$ cat config.mk
export PLATFORM = sky130hd
export DESIGN_NAME = pipe_stage_skid
export DESIGN_NICKNAME = d
export VERILOG_FILES = /design/src/rtl/pipe_stage_skid.sv
export SDC_FILE = /design/constraint.sdc
export NUM_CORES = 1
export LEC_CHECK = 0
export ABC_AREA = 1
export CAP_MARGIN = 10
export CORE_ASPECT_RATIO = 0.6
export CORE_MARGIN = 5
export CORE_UTILIZATION = 55
export DETAILED_ROUTE_END_ITERATION = 7
export GPL_TIMING_DRIVEN = 0
export PLACE_DENSITY = 0.91
export SLEW_MARGIN = 5
export SYNTH_ARGS = -nofsm -noshare
export SYNTH_HDL_FRONTEND = slang
export SYNTH_SLANG_ARGS = --single-unit
$ cat constraint.sdc
create_clock -name clk -period 2 [get_ports clk]
set_input_delay 0.4 -clock clk [delete_from_list [all_inputs] [get_ports clk]]
set_output_delay 0.4 -clock clk [all_outputs]
set_load 0.01 [all_outputs]
$ cat src/rtl/pipe_stage_skid.sv
// Pipeline stage register with valid/ready handshake, two-entry skid buffer and flush.
// Define PIPE_STAGE_PERF_EN to add the stall/flush performance counters.
module pipe_stage_skid #(
  parameter int CTRL_W = 3,
  parameter int DATA_W = 101
`ifdef PIPE_STAGE_PERF_EN
  ,
  parameter int CNT_W  = 16
`endif
) (
  input  logic              clk,
  input  logic              rst_n,
  input  logic              flush,
  input  logic              in_valid,
  output logic              in_ready,
  input  logic [CTRL_W-1:0] in_ctrl,
  input  logic [DATA_W-1:0] in_data,
  output logic              out_valid,
  input  logic              out_ready,
  output logic [CTRL_W-1:0] out_ctrl,
  output logic [DATA_W-1:0] out_data
`ifdef PIPE_STAGE_PERF_EN
  ,
  input  logic              perf_clr,
  output logic [CNT_W-1:0]  stall_cnt,
  output logic [CNT_W-1:0]  flush_cnt
`endif
);

  // Occupancy encoded as {m_valid, s_valid}; 2'b01 can never be reached.
  typedef enum logic [1:0] {
    EMPTY   = 2'b00,
    ILLEGAL = 2'b01,
    BUSY    = 2'b10,
    FULL    = 2'b11
  } occ_e;

  logic              m_valid, s_valid;
  logic [CTRL_W-1:0] m_ctrl, s_ctrl;
  logic [DATA_W-1:0] m_data, s_data;
  logic              in_fire, out_fire;
  occ_e              occ;

  // in_ready comes straight from a flop, so there is no path from out_ready.
  assign in_ready  = !s_valid;
  assign in_fire   = in_valid && in_ready;
  assign out_fire  = m_valid && out_ready;
  assign occ       = occ_e'({m_valid, s_valid});

  assign out_valid = m_valid;
  assign out_data  = m_data;
  assign out_ctrl  = m_valid ? m_ctrl : '0;

  // NOTE: sequential state uses non-blocking assignments only, so every
  // right-hand side below reads the pre-edge values of the registers.
  always_ff @(posedge clk or negedge rst_n) begin
    if (!rst_n) begin
      m_valid <= 1'b0;
      s_valid <= 1'b0;
      m_ctrl  <= '0;
      s_ctrl  <= '0;
      m_data  <= '0;
      s_data  <= '0;
    end else if (flush) begin
      // Data registers keep their contents; only the valids are killed.
      m_valid <= 1'b0;
      s_valid <= 1'b0;
    end else begin
      unique case (occ)
        EMPTY: begin
          if (in_fire) begin
            m_valid <= 1'b1;
            m_ctrl  <= in_ctrl;
            m_data  <= in_data;
          end
        end
        BUSY: begin
          if (in_fire && out_fire) begin
            m_ctrl <= in_ctrl;
            m_data <= in_data;
          end else if (in_fire) begin
            s_valid <= 1'b1;
            s_ctrl  <= in_ctrl;
            s_data  <= in_data;
          end else if (out_fire) begin
            m_valid <= 1'b0;
          end
        end
        FULL: begin
          if (out_fire) begin
            s_valid <= 1'b0;
            m_ctrl  <= s_ctrl;
            m_data  <= s_data;
          end
        end
        default: begin
          m_valid <= 1'b0;
          s_valid <= 1'b0;
        end
      endcase
    end
  end

`ifdef PIPE_STAGE_PERF_EN
  localparam logic [CNT_W-1:0] CNT_MAX = '1;

  logic stall_evt, flush_evt;

  assign stall_evt = m_valid && !out_ready;
  assign flush_evt = flush && (m_valid || s_valid || in_fire);

  always_ff @(posedge clk or negedge rst_n) begin
    if (!rst_n) begin
      stall_cnt <= '0;
      flush_cnt <= '0;
    end else if (perf_clr) begin
      stall_cnt <= '0;
      flush_cnt <= '0;
    end else begin
      if (stall_evt && stall_cnt != CNT_MAX) stall_cnt <= stall_cnt + 1'b1;
      if (flush_evt && flush_cnt != CNT_MAX) flush_cnt <= flush_cnt + 1'b1;
    end
  end
`endif

endmodule

==> results of run 1 <==
[kinds of logic (layout without fill, tap and decap cells)]
group | Yosys count | count (layout)
and+or+nand+nor | 953 | 953
DFF | 210 | 210
buffers and inverters | 109 | 364
AOI/OAI and AO/OA | 3 | 3
[through the flow]
stage | cells | TNS [ns]
3_5_place_dp | 1724 | -56.63
2_1_floorplan | 1275 | 0
5_1_grt | 1764 | 0
4_1_cts | 1764 | 0
6_report | 1764 | 0
3_3_place_gp | 1723 | -1758.41
[worst max path at each step]
stage	start	to	slack (ns)	cells after the start
floorplan	out_valid	out_ctrl[0]	0.46	5
global placement	rst_n	out_data[11]	-8.16	1
detailed placement	flush	s_data[69]	-0.52	7
CTS	out_valid	out_ctrl[2]	0.001	6
global route	out_valid	out_data[68]	0.007	9
finish	out_valid	out_valid	0.06	2
[layout make-up]
cell class              count  area (um2)  area share, %
plain buffers             101         480           3.71
inverters                   8        30.0          0.232
repair buffers            219        2190           16.9
clock inverters            10         106          0.822
multi-input cells         956        4010           31.0
flip-flops and latches    210        5260           40.6
clock buffers              26         574           4.44
well taps                 234         293           2.26
[cell usage in the layout, fill, tap and decap left out, types with 2 or more instances in the layout]
cell type,n
buf_8,2
clkbuf_16,21
nor2_1,2
inv_2,2
dfrtp_1,210
buf_4,7
nand3_1,313
clkdlybuf4s50_1,209
buf_1,8
nor2_2,2
clkbuf_1,42
nand2_1,634
clkbuf_8,3
buf_6,2
o21ai_0,2
bufinv_16,2
buf_2,48
inv_1,6
clkinv_2,6
[what timing repair did]
action	4_1_cts	5_1_grt
buffers inserted	3	0
hold buffers	1	0
setup endpoints to repair	30	115
hold endpoints to repair	93	0
gates resized for setup	18	6
[critical path: stages, from the launching register on]
cell and delay [ns]:
dfrtp_1 0.37, buf_4 0.14, clkdlybuf4s50_1 0.55
[state kept, by name (all words and copies together) (netlist names)]
register	count
out_valid	1
s_data	101
m_ctrl	3
out_data	101
s_valid	1
s_ctrl	3
[layer usage]
layer	up-vias	GRT usage, %	wire [um]
met2	599	43.7	13100
met4	0	7.60	811
met5	-	0	0
met3	76	6.10	3290
li1	4564	-	-
met1	4691	42.3	12900
[report_power, final]
| part | switching [mW] | internal [mW] | total [mW] |
|---|---|---|---|
| Combinational | 1.97 | 1.72 | 3.69 |
| Clock | 1.63 | 2.29 | 3.92 |
| Sequential | 0.760 | 5.51 | 6.27 |
==> results.md, run 1 <==
Drt:
- The routed design has 30100 um of wire.
- Dividing the detail-routed via count by the number of cells gives 5.63.
- The vias after detailed routing is 9930.
- The number of remaining DRC errors is 0.
- The count of nets left with antenna violations once routing finished came out at 0.
- The first-pass detailed-route iteration total is 6.
- The iteration-0 DRC count of the detailed router is 1208.
- After detailed routing, the average wire length per cell comes to 17.0 um.

STA:
- After layout, the worst setup slack is 0.0552 ns.
- The final count of pins violating max slew is 0.
- The slew of the pin with the lowest slew margin is 0.720 ns.
- Subtracting the final worst setup slack from the clock period gives 1.94 ns.
- Setup repair after global routing left no endpoint under its margin.
- The worst hold slack across all endpoints is 0.471 ns.
- The post-route clock skew is 0.00950 ns.
- The share of the cycle needed by the critical path after routing is 97.2%.
- The final number of hold-violating endpoints is 0.
- The fmax is 514 MHz.
- Setup violations remaining at the end of the flow were counted as 0.
- The remaining max-slew budget at the tightest pin is 52.0%.

Global routing:
- The total grt overflow is 0.
- The wire length of the first global-routing pass is 48500 um.
- The global-route usage over all layers is 28.7%.
- The maximum number of pins on one net before global-route repair is 118.
- The initial antenna violation count is 0.
- The number of global-route vias before repair is 9490.

Floorplan:
- The core region is 17300 um2.
- The standard-cell row count is 37.
- The die covers 20600 um2.
- 215 I/O pins were placed.
- The horizontal die dimension is 182 um.
- The vertical die dimension is 113 um.
- The effective utilization at floorplan is 56.4%.

Layout:
- The net count of the finished layout is 1625.
- After filler insertion, the fill cell instance count of the layout stands at 1236.
- The area growth from synthesis to layout is 32.9%.
- The share of layout cells above drive strength 1 is 6.67%.
- Once layout is complete, the utilization of the core stands at 75.0%.
- 0 antenna diodes ended up in the layout.
- The finished cells cover 12900 um2.

Run status:
- The flow ran to the end, and the final reports show no timing, DRC or antenna violations.

Logic synthesis:
- The sequential cell area fraction in the yosys report is 54.0%.
- The adder-cell share of the synthesized area is 0%.
- The synthesized area divided by synthesized cell count is 7.64 um2.
- The predominant post-synthesis flop cell is dfrtp_1.
- Counting flops with a built-in enable in the synthesized netlist gives 0.
- Summing the areas of all compound-gate instances in the mapped netlist gives 0.193% of the synthesized area.
- Synthesis produced a netlist with a net count of 1384.
- The proportion of netlist area held by the largest area contributor is 54.0%.
- After synthesis, the cell types taking the most area are dfrtp_1 54%, nand2_1 24%, nand3_1 16%.
- Among all cell types in the netlist, the one instantiated most often is nand2_1.
- The synthesis warning total is 0.
- Of the post-synthesis cell area, the part taken by muxes is 0%.
- The proportion of register bits with asynchronous set or reset after synthesis is 100%.
- The leading area contributor after synthesis is dfrtp_1.
- Sorting the synthesized cells by how often they occur yields 634 x nand2_1, 314 x nand3_1, 210 x dfrtp_1, 49 x buf_2, 40 x clkbuf_1.
- The area fraction in and, or, nand and nor cells after synthesis is 40.9%.
- The main combinational cell family by area after synthesis is simple AND/OR/NAND/NOR gates.
- The number of distinct library cell variants in the gate-level netlist after synthesis is 13.
- The share of the synthesized netlist area taken by xor and xnor gates is 0%.
- In this run the cell area of the synthesized design comes to 9740 um2.
- After synthesis the netlist holds a flip-flop and latch count of 210.
- The gate count of the mapped netlist is 1275.

Clock tree:
- The cell sitting at the root of the clock tree is a clkbuf_16.
- The TritonCTS clock tree is built.
- Clock tree synthesis found a total of 210 sinks.
- The clock passes through at most 3 buffers.
- The number of levels the H-tree was split into is 1.
- Counting the buffers created by CTS gives 20.
- The clock edge transition at the registers on the reported setup and hold paths is 0.06 ns.
- For the worst-skew pair, the clock arrives at the later sink with an insertion delay of 0.49 ns.

Setup path:
- The data required time of the worst path is 1.60 ns.
- The minimum setup slack among reg-to-reg paths is 0.10 ns.
- The source of the worst register-to-register timing path is out_valid.
- The worst register-to-register path ends at out_data[68].
- The worst setup path is of the register to output port kind.
- The endpoint class of the critical path is an output port.
- Data arrives at the worst endpoint at 1.54 ns.
- For the worst flop-to-flop path, the logic depth is 9.
- The worst setup path is launched from a register.
- The critical-path maximum fanout is 3.

Min path:
- The beginning of the worst hold path is s_data[89].
- The type of the worst min-delay path is register to register.
- The instance count along the most critical hold path is 2.
- The destination of the worst hold path is s_data[89].

Power and ir drop:
- The worst-case IR drop observed on VDD is 0.000573 V.
- After layout, the design draws a total of 13.9 mW.
- The analysis attributes to cell leakage a power of 6.77 nW.
- Dividing total power by cell area gives a power density of 1070 nW/um2.

Place:
- The placed cell area is 12200 um2.
- The count of input and output buffers is 214.
- The congestion estimate from routability-driven global placement came to 0.911.
- The pre-CTS setup slack is -0.517 ns.
- The wire-length estimate of the detail-placed layout is 20700 um.

Run:
- The number of max-cap violations is 0.
Power figures use the tool's default switching activity.
==> run 2: changes to the inputs <==
- CORE_MARGIN: 5 -> default
==> results.md, run 2 (synthesis gave the netlist of run 1 again) <==
Global routing:
- Global routing finished with a remaining overflow of 0.
- Entering global routing, the biggest net connects 110 pins.
- The first global-routing pass estimated 47300 um of wire.
- The initial antenna violation count is 1.
- Across every metal layer, demand over resource in global routing totals 32.1%.
- The number of global-route vias before repair is 9228.

Floorplan:
- The standard-cell row count is 37.
- The vertical die dimension is 105 um.
- 215 I/O pins were placed.
- In this run the horizontal extent of the chip is 174 um.
- The die area is 18300 um2.
- The area of the core region is 17200 um2.
- Once the floorplan was initialized, standard cells occupied 56.5% of the core.

STA:
- The slew of the pin with the lowest slew margin is 0.813 ns.
- The share of the cycle needed by the critical path after routing is 98.0%.
- Headroom to the max-slew limit came out at 45.8%.
- The worst hold slack across all endpoints is -0.0295 ns.
- The final number of setup-violating endpoints is 0.
- The sum of negative setup slack is 0 ns.
- The post-route clock skew is 0.00962 ns.
- Setup repair after global routing left no endpoint under its margin.
- The final number of hold-violating endpoints was 53.
- Timing would allow up to 510 MHz.
- The final worst-path setup slack is 0.0400 ns.
- Counting I/O delays and the setup requirement, the final critical path takes 1.96 ns.
- The final count of pins violating max slew was 0.

Layout:
- The number of antenna diodes in the final layout is 0.
- The share of layout cells above drive strength 1 is 6.99%.
- The final cell count without fillers is 1764.
- Leaving out fill and tap cells, the most frequent cells in the layout are 632 x nand2_1, 313 x nand3_1, 210 x dfrtp_1, 209 x clkdlybuf4s50_1, 48 x buf_2.
- Leaving out fill and tap cells, the most frequent cell in the layout is nand2_1.
- The final standard cell area without fillers is 13000 um2.
- The synthesis-to-layout area growth is 33.7%.
- The net count of the finished layout is 1625.

Power and ir drop:
- Summed over all nets, the switching power comes to 4.44 mW.
- The switching share of power is 31.2%.
- The maximum vdd drop is 0.000552 V.
- The part of the power in the clock network is 30.2%.
- The sequential group share of total power is 44.0%.
- The internal portion of total power is 9.79 mW.
- In this run, the combinational gates consume 25.8% of the power.
- Summed over all cells, the static leakage comes to 6.81 nW.
- Power spread over the standard cell area amounts to 1090 nW/um2.

Place:
- At the end of routability-driven placement, the weighted congestion stood at 0.871.
- Once placement finished, the instance area stood at 12200 um2.
- OpenSTA, run right after detailed placement, puts the worst setup slack at -0.477 ns.
- The count of input and output buffers is 214.
- The HPWL after detailed placement is 19800 um.
- Once placement completed, the tool counted placed cells totaling 1724.

Clock tree:
- The TritonCTS clock tree is built.
- The clock insertion delay at the later pin of the skew report is 0.49 ns.
- Clock-pin slew was measured on the worst setup and hold paths at 0.07 ns.
- The total clock sinks is 210.
- After clock tree synthesis, the flow added hold-fix buffers numbering 0.
- The number of levels the H-tree was split into is 1.
- TritonCTS created 21 clock buffers.
- The buffer type at the clock tree root is clkbuf_16.
- The number of buffers between clock root and the deepest sink is 3.

Setup path:
- The slowest cell on the critical path is clkdlybuf4s50_1.
- The signal on the critical path passes through buf_4, clkdlybuf4s50_1.
- The startpoint-to-endpoint class of the critical path is register to output port.
- Along the worst path, the maximum fanout reaches 3.
- STA classifies the critical path startpoint as a register.
- The endpoint class of the critical path is an output port.
- At the worst endpoint, the arrival time is 1.56 ns.
- On the worst path, the slowest cell contributes a delay of 0.56 ns.
- At the worst endpoint, the required time is 1.60 ns.

Drt:
- The iteration-0 DRC count of the detailed router is 1256.
- The overall routed net length is 29400 um.
- The number of remaining DRC errors is 0.
- The post-detailed-route count of antenna-violating nets is 0.
- The vias after detailed routing is 10007.
- The first-pass detailed-route iteration total is 6.
- The detailed-route vias per instance is 5.67.
- Dividing the detail-routed wire length by the instance count gives 16.7 um.

Min path:
- The type of the worst min-delay path is input port to async pin.

Run status:
- The final reports fail on negative hold slack.
- The flow ran to the end, but the final reports show violations.

Run:
- The tool flagged a number of max-cap violations equal to 0.
==> run 2: cell count changes in the layout (fill, tap and decap cells not counted) <==
| cell | before | now |
|---|---|---|
| buf_6 | 2 | 1 |
| buf_8 | 2 | 3 |
| bufinv_16 | 2 | 4 |
| clkbuf_1 | 42 | 40 |
| clkinv_2 | 6 | 5 |
| clkinv_8 | 0 | 1 |
| dlygate4sd3_1 | 1 | 0 |
| inv_6 | 0 | 1 |
| nand2_1 | 634 | 632 |
| nand2_2 | 0 | 2 |
==> run 2: power groups by stage <==
| stage | Sequential, mW | Clock (mW) | Combinational [mW] |
|---|---|---|---|
| 3_3_place_gp | 6.23 | 0 | 3.47 |
| 6_report | 6.26 | 4.30 | 3.67 |
| 4_1_cts | 6.23 | 4.32 | 3.67 |
| 2_1_floorplan | 6.36 | 0 | 1.53 |
| 5_1_grt | 6.37 | 4.50 | 4.04 |
| 3_5_place_dp | 6.26 | 0 | 3.61 |
==> run 2: worst paths after layout <==
path | startpoint | endpoint | slack, ns | depth (start not counted)
worst max register to register | out_valid | out_data[18] | 0.13 | 7
min in group clk | out_data[98] | out_data[98] | 0.47 | 2
worst min register to register | out_data[98] | out_data[98] | 0.47 | 2
worst max-delay path | out_valid | out_valid | 0.04 | 2
worst min-delay path | rst_n | out_data[60] | -0.03 | 1
max in group asynchronous | rst_n | s_data[19] | 1.05 | 2
==> run 2: what timing repair did <==
action | in CTS | in global routing
endpoints found under the setup margin | 5 | 102
setup buffers | 3 | 0
gates resized for setup | 23 | 4
==> run 2: routing by layer <==
metal	global-route usage, %	wire [um]	vias up
li1	-	-	4564
met1	48.6	12700	4784
met2	48.0	13000	587
met3	5.90	2980	70
met4	7.52	622	2
met5	0	13	-
==> run 2: final cells by class <==
type	instances	area [um2]
buffer	101	484
clock buffer	24	567
clock inverter	13	186
fill	1264	4210
inverter	8	30.0
multi-input combinational	956	4020
sequential	210	5260
tap	234	293
timing repair buffer	218	2180
==> run 2: stage by stage <==
step / util (%) / power, mW
floorplan: - / 7.90
global placement: 70.7 / 9.70
detailed placement: 70.9 / 9.87
CTS: 75.5 / 14.2
global route: 75.6 / 14.9
finish: 75.6 / 14.2
==> run 2: worst max-delay path, delay by kind of cell (launching register included) <==
kind / cells / cell delay [ns]
buffers and inverters: 2 / 0.70
flip-flops: 1 / 0.37
